--- config.mk ---
export PLATFORM = sky130hd
export DESIGN_NAME = bus_initiator_flat
export DESIGN_NICKNAME = d
export VERILOG_FILES = /design/src/rtl/bus_initiator_if.sv /design/src/rtl/bus_initiator.sv /design/src/flat_wrapper.sv
export SDC_FILE = /design/constraint.sdc
export NUM_CORES = 1
export LEC_CHECK = 0
export ABC_CLOCK_PERIOD_IN_PS = 3400
export CORE_ASPECT_RATIO = 1.1
export CORE_UTILIZATION = 46
export DETAILED_ROUTE_END_ITERATION = 8
export PLACE_DENSITY_LB_ADDON = 0.05
export SETUP_SLACK_MARGIN = 0.5
export SKIP_LAST_GASP = 1
export SYNTH_ARGS = -nofsm -noshare
export SYNTH_HDL_FRONTEND = slang
export SYNTH_SLANG_ARGS = --single-unit
--- constraint.sdc ---
create_clock -name clk -period 3.4 [get_ports clk]
set_input_delay 0.51 -clock clk [delete_from_list [all_inputs] [get_ports clk]]
set_output_delay 0.51 -clock clk [all_outputs]
set_load 0.05 [all_outputs]
--- src/rtl/bus_initiator_if.sv ---
// otter_bus: single-clock primary/secondary memory bus. The secondary answers
// error combinationally from addr/size; rdata is valid a fixed latency after rd.
interface otter_bus #(
    parameter int BUS_WIDTH  = 32,
    parameter int ADDR_WIDTH = 32
) (
    input logic clk
);
    logic [ADDR_WIDTH-1:0] addr;
    logic [1:0]            size;
    logic [BUS_WIDTH-1:0]  wdata;
    logic                  rd;
    logic                  wr;
    logic [BUS_WIDTH-1:0]  rdata;
    logic                  error;

    modport primary   (input clk, output addr, size, wdata, rd, wr, input rdata, error);
    modport secondary (input clk, input addr, size, wdata, rd, wr, output rdata, error);
endinterface

--- src/rtl/bus_initiator.sv ---
// Core-side load/store initiator for otter_bus: one outstanding access,
// store lane replication, load lane extraction with sign/zero extension.
module bus_initiator #(
    parameter int BUS_WIDTH    = 32,
    parameter int ADDR_WIDTH   = 32,
    parameter int READ_LATENCY = 1
) (
    input  logic                  clk,
    input  logic                  rst_n,
    input  logic                  req_valid,
    output logic                  req_ready,
    input  logic                  req_we,
    input  logic [1:0]            req_size,
    input  logic                  req_unsigned,
    input  logic [ADDR_WIDTH-1:0] req_addr,
    input  logic [BUS_WIDTH-1:0]  req_wdata,
    output logic                  rsp_valid,
    output logic [BUS_WIDTH-1:0]  rsp_rdata,
    output logic                  rsp_error,
    otter_bus.primary             bus
);
    typedef enum logic [1:0] {IDLE, ISSUE, WAIT, RESP} state_t;

    localparam logic [2:0] CNT_INIT = 3'(READ_LATENCY - 1);

    state_t                state, state_nx;
    logic                  we_q, uns_q, err_q;
    logic [1:0]            size_q;
    logic [ADDR_WIDTH-1:0] addr_q;
    logic [BUS_WIDTH-1:0]  wdata_q, rdata_q, bus_wdata;
    logic [2:0]            cnt;
    logic                  fire, bad, last, bus_rd, bus_wr;

    function automatic logic [BUS_WIDTH-1:0] extract(input logic [BUS_WIDTH-1:0] d,
                                                     input logic [1:0] sz,
                                                     input logic [1:0] lane,
                                                     input logic uns);
        logic [BUS_WIDTH-1:0] sh;
        sh = d >> {lane, 3'b000};
        case (sz)
            2'b00:   return {{(BUS_WIDTH-8){~uns & sh[7]}}, sh[7:0]};
            2'b01:   return {{(BUS_WIDTH-16){~uns & sh[15]}}, sh[15:0]};
            default: return d;
        endcase
    endfunction

    assign req_ready = (state == IDLE);
    assign fire      = req_valid && req_ready;
    // reserved size is an error regardless of what the secondary says
    assign bad       = bus.error || (size_q == 2'b11);
    assign last      = (cnt == 3'd0);

    always_comb begin
        state_nx = state;
        bus_rd   = 1'b0;
        bus_wr   = 1'b0;
        case (state)
            IDLE:  if (fire) state_nx = ISSUE;
            ISSUE: begin
                state_nx = (we_q || bad) ? RESP : WAIT;
                if (rst_n && !bad) begin
                    bus_rd = !we_q;
                    bus_wr = we_q;
                end
            end
            WAIT:  if (last) state_nx = RESP;
            RESP:  state_nx = IDLE;
            default: state_nx = IDLE;
        endcase
    end

    always_comb begin
        case (size_q)
            2'b00:   bus_wdata = {(BUS_WIDTH/8){wdata_q[7:0]}};
            2'b01:   bus_wdata = {(BUS_WIDTH/16){wdata_q[15:0]}};
            default: bus_wdata = wdata_q;
        endcase
    end

    always_ff @(posedge clk) begin
        if (!rst_n) begin
            state   <= IDLE;
            we_q    <= 1'b0;
            uns_q   <= 1'b0;
            size_q  <= 2'b00;
            addr_q  <= '0;
            wdata_q <= '0;
            err_q   <= 1'b0;
            cnt     <= '0;
            rdata_q <= '0;
        end else begin
            state <= state_nx;
            if (fire) begin
                we_q    <= req_we;
                uns_q   <= req_unsigned;
                size_q  <= req_size;
                addr_q  <= req_addr;
                wdata_q <= req_wdata;
            end
            case (state)
                ISSUE: begin
                    err_q   <= bad;
                    rdata_q <= '0;
                    cnt     <= CNT_INIT;
                end
                WAIT: begin
                    if (last) rdata_q <= extract(bus.rdata, size_q, addr_q[1:0], uns_q);
                    else      cnt     <= cnt - 3'd1;
                end
                default: ;
            endcase
        end
    end

    assign rsp_valid = (state == RESP);
    assign rsp_rdata = rdata_q;
    assign rsp_error = err_q;

    assign bus.addr  = addr_q;
    assign bus.size  = size_q;
    assign bus.wdata = bus_wdata;
    assign bus.rd    = bus_rd;
    assign bus.wr    = bus_wr;
endmodule

--- src/flat_wrapper.sv ---
// flat-port wrapper written by rule: the top's interface ports become plain ports
module bus_initiator_flat 
#(
    parameter int BUS_WIDTH    = 32,
    parameter int ADDR_WIDTH   = 32,
    parameter int READ_LATENCY = 1
)
  (clk, rst_n, req_valid, req_ready, req_we, req_size, req_unsigned, req_addr, req_wdata, rsp_valid, rsp_rdata, rsp_error, bus_addr, bus_size, bus_wdata, bus_rd, bus_wr, bus_rdata, bus_error);
  otter_bus #(.BUS_WIDTH(BUS_WIDTH), .ADDR_WIDTH(ADDR_WIDTH)) bus_i (.clk(clk));
  input  logic clk;
  input  logic rst_n;
  input  logic req_valid;
  output logic req_ready;
  input  logic req_we;
  input  logic [1:0] req_size;
  input  logic req_unsigned;
  input  logic [ADDR_WIDTH-1:0] req_addr;
  input  logic [BUS_WIDTH-1:0] req_wdata;
  output logic rsp_valid;
  output logic [BUS_WIDTH-1:0] rsp_rdata;
  output logic rsp_error;
  output wire logic [$bits(bus_i.addr)-1:0] bus_addr;
  output wire logic [$bits(bus_i.size)-1:0] bus_size;
  output wire logic [$bits(bus_i.wdata)-1:0] bus_wdata;
  output wire logic [$bits(bus_i.rd)-1:0] bus_rd;
  output wire logic [$bits(bus_i.wr)-1:0] bus_wr;
  input wire logic [$bits(bus_i.rdata)-1:0] bus_rdata;
  input wire logic [$bits(bus_i.error)-1:0] bus_error;
  assign bus_addr = bus_i.addr;
  assign bus_size = bus_i.size;
  assign bus_wdata = bus_i.wdata;
  assign bus_rd = bus_i.rd;
  assign bus_wr = bus_i.wr;
  assign bus_i.rdata = bus_rdata;
  assign bus_i.error = bus_error;
  bus_initiator #(.BUS_WIDTH(BUS_WIDTH), .ADDR_WIDTH(ADDR_WIDTH), .READ_LATENCY(READ_LATENCY)) u_core (.clk(clk), .rst_n(rst_n), .req_valid(req_valid), .req_ready(req_ready), .req_we(req_we), .req_size(req_size), .req_unsigned(req_unsigned), .req_addr(req_addr), .req_wdata(req_wdata), .rsp_valid(rsp_valid), .rsp_rdata(rsp_rdata), .rsp_error(rsp_error), .bus(bus_i));
endmodule
==> impl_metrics.py <==
metrics = {
    "synth": {
        "ys_ff_latch": 106,
        "synth_top_area_frac": 0.443,
        "ys_types": 42,
        "synthesis.area_um2": 4790,
        "yosysSeqAreaShare": 0.443,
        "synth_area_per_cell_um2": 8.16,
        "synth_largest_area_cell": "dfxtp_1",
        "syn_inst": 587,
        "synth_fp_nets": 698,
        "synthTopCellsByArea": "dfxtp_1, nand2_1, a21oi_1, mux2_2, mux2i_1",
        "yosys_warnings": 0,
    },
    "cts": {
        "htreeDepth": 3,
        "cts_hold_buffers": 0,
        "cts_max_path_buffers": 2,
        "numCtsBuffers": 9,
        "clk_latency_ns": 0.36,
        "post_cts_buffers": 0,
        "cts_tree": "done",
        "numClockSinks": 106,
        "clk_pin_slew_ns": 0.10,
        "cts-root-buf": "clkbuf_8",
    },
    "route": {
        "routed_wl_mm": 14.0,
        "vias": 4799,
        "drtAntennaViolNets": 0,
        "wl_per_cell_um": 15.8,
        "avgViaCountPerCell": 5.43,
        "first_iter_violations": 213,
        "firstDrtPassIters": 4,
        "drc": 0,
    },
    "global_route": {
        "grt_max_degree": 74,
        "overflow": 0,
        "first_global_vias": 4554,
        "grt.total_usage": 0.256,
        "antenna_found_initial": 0,
        "grt_first_pass_wirelength_mm": 21.9,
    },
    "pwr": {
        "power_density_nw_per_um2": 727,
        "power_uw": 5150,
        "p_leak_uw": 0.00264,
        "vdd_drop_max_mv": 0.483,
    },
    "cells_and_area": {
        "stdcell_area_um2": 7080,
        "nets": 871,
        "drive_gt1_frac": 0.0668,
        "antenna_cells": 0,
        "regArea_um2": 2130,
        "syn_to_final_growth_pct": 47.7,
        "fill_cells": 806,
        "multi_input_area_um2": 2390,
    },
    "min_path": {
        "hold_path.class": "flop to flop",
    },
    "placed_design": {
        "hpwlAfterDp_mm": 10.1,
        "place_ws_ns": 0.602,
        "gp_congestion": 0.833,
        "dpl_cell_area_um2": 6830,
        "port_buffers": 206,
    },
    "setup_path": {
        "crit_top_cell": "clkdlybuf4s50_1",
        "cp-start-kind": "input port",
        "worstPathRequired_ns": 2.89,
        "cpPeakStageDelay_ns": 0.81,
        "crit_arrival_ns": 2.30,
        "worst-path-max-fanout": 3,
        "endpoint_kind": "primary output",
        "path_cells": "clkdlybuf4s50_1 > a21oi_1 > nand3_1 > nor2_1 > clkdlybuf4s50_1",
        "crit_slowest_cell": "clkdlybuf4s50_1",
        "critical_path_class": "input port to primary output",
    },
    "timing": {
        "setup_tns_ns": 0,
        "setup_viol": 0,
        "rsz0062_at_grt": "false",
        "max_freq_mhz": 356,
        "hold_viol": 0,
        "min_period_over_period": 0.826,
        "timing.max_slew.rel_slack": 0.423,
        "drv_slew": 0,
        "fin_skew_ns": 0.0137,
        "worst_pin_slew_ns": 0.862,
        "period_minus_slack_ns": 2.81,
        "layout_setup_ws_ns": 0.592,
    },
    "die": {
        "die_w_um": 99.3,
        "fp.dieH_um": 109,
        "core-area_um2": 9980,
        "rows": 38,
        "dieArea_um2": 10800,
        "io_pins": 207,
        "start_util": 0.480,
    },
    "outcome": {
        "outcome": "finished clean",
    },
    "flow_run": {
        "cap_violations": 0,
    },
}
## worst max-delay path, delay by kind of cell
| family | cells | cell delay (ns) |
|---|---|---|
| buf+inv | 2 | 1.26 |
| compound gates | 1 | 0.28 |
| simple gates | 2 | 0.25 |
## placed cells by master, fill, tap and decap left out, types with 3 or more instances in the layout
cell             netlist  final
o21ai_1               10     10
clkdlybuf4s50_1        0    204
dfxtp_1              106    105
nand3_1               12     12
clkbuf_8               0     10
mux2_2                17     17
a21oi_1               79     79
nor2_1                12     12
mux2i_1               17     17
o2bb2ai_1              7      7
nor2b_1                4      4
bufinv_16              0      3
buf_4                  9     10
a221o_1               16     16
ha_1                   7      7
nand2_1              168    167
nand2b_1              11     11
inv_1                  7      7
nor3b_1                7      7
o21ai_0               22     22
and3_1                 7      7
## final timing paths
kind                 startpoint                   to  slack, ns  depth (start not counted)
max                   bus_error               bus_wr       0.59                          5
min          u_core.wdata_q[16]   u_core.wdata_q[16]       0.46                          2
max reg2reg     u_core.state[0]  u_core.rsp_rdata[3]       0.93                          7
min reg2reg  u_core.wdata_q[16]   u_core.wdata_q[16]       0.46                          2
## flip-flops by register name (all words and copies together) (netlist names)
name and count:
u_core.bus.addr 32, u_core.rsp_rdata 32, u_core.wdata_q 32, u_core.cnt 3, u_core.bus.size 2, u_core.state 2, u_core.rsp_error 1, u_core.uns_q 1
u_core.we_q 1
## cells in the mapped netlist (all sizes together)
| library cell | number |
|---|---|
| nor3b | 8 |
| ha | 7 |
| mux2i | 17 |
| and4b | 2 |
| a311oi | 2 |
| and2 | 2 |
| o2bb2ai | 7 |
| o221a | 1 |
| buf | 22 |
| o21ai | 32 |
| and3 | 7 |
| nor3 | 2 |
| inv | 8 |
| nor4bb | 1 |
| dfxtp | 106 |
| nand4bb | 1 |
| clkbuf | 32 |
| or2 | 1 |
| nor2b | 4 |
| a221o | 16 |
| a21boi | 1 |
| nand2 | 168 |
| nand2b | 11 |
| nand3b | 1 |
| and3b | 1 |
| a211oi | 2 |
| a21oi | 79 |
| a31oi | 1 |
| nor2 | 12 |
| o21a | 2 |
| mux2 | 18 |
| nand3 | 12 |
| a32o | 1 |
## cell type report
type / instances / area share
clock inverter: 5 / 0.0145
sequential: 106 / 0.300
inverter: 8 / 0.00424
multi-input combinational: 419 / 0.337
timing repair buffer: 216 / 0.303
clock buffer: 10 / 0.0195
tap: 120 / 0.0212
## logic make-up after synthesis
logic type / count (synthesis) / share of synthesized area
compound gates: 144 / 0.184
flops: 106 / 0.443
mux: 35 / 0.0786
fa+ha+maj: 7 / 0.0183
simple gates: 233 / 0.216
buf+inv: 62 / 0.0595
## per-layer routing
layer | track usage | part of all wire | vias to the layer above
li1 | - | - | 2337
met1 | 0.309 | 0.41 | 2254
met2 | 0.440 | 0.49 | 190
met3 | 0.0718 | 0.079 | 18
met4 | 0.0840 | 0.017 | 0
met5 | 0 | 0 | -
## repair_timing
action / CTS / global route
endpoints found under the setup margin: 8 / 2
resized for setup: 1 / 2
pin swaps: 0 / 0
## power by group
part,switching (µW),internal [µW]
registers,190,1480
logic,1660,889
clock network,424,504
total,2270,2870
## per-stage QoR
step	hold slack, ns	std cells	utilization
after CTS	0.459	884	0.708
after floorplan	0.433	587	-
after detailed placement	0.446	869	0.684
after global routing	0.474	884	0.709
after global placement	0.439	869	0.684
final	0.458	884	0.709
No activity file was read; power rests on OpenSTA's default activity.
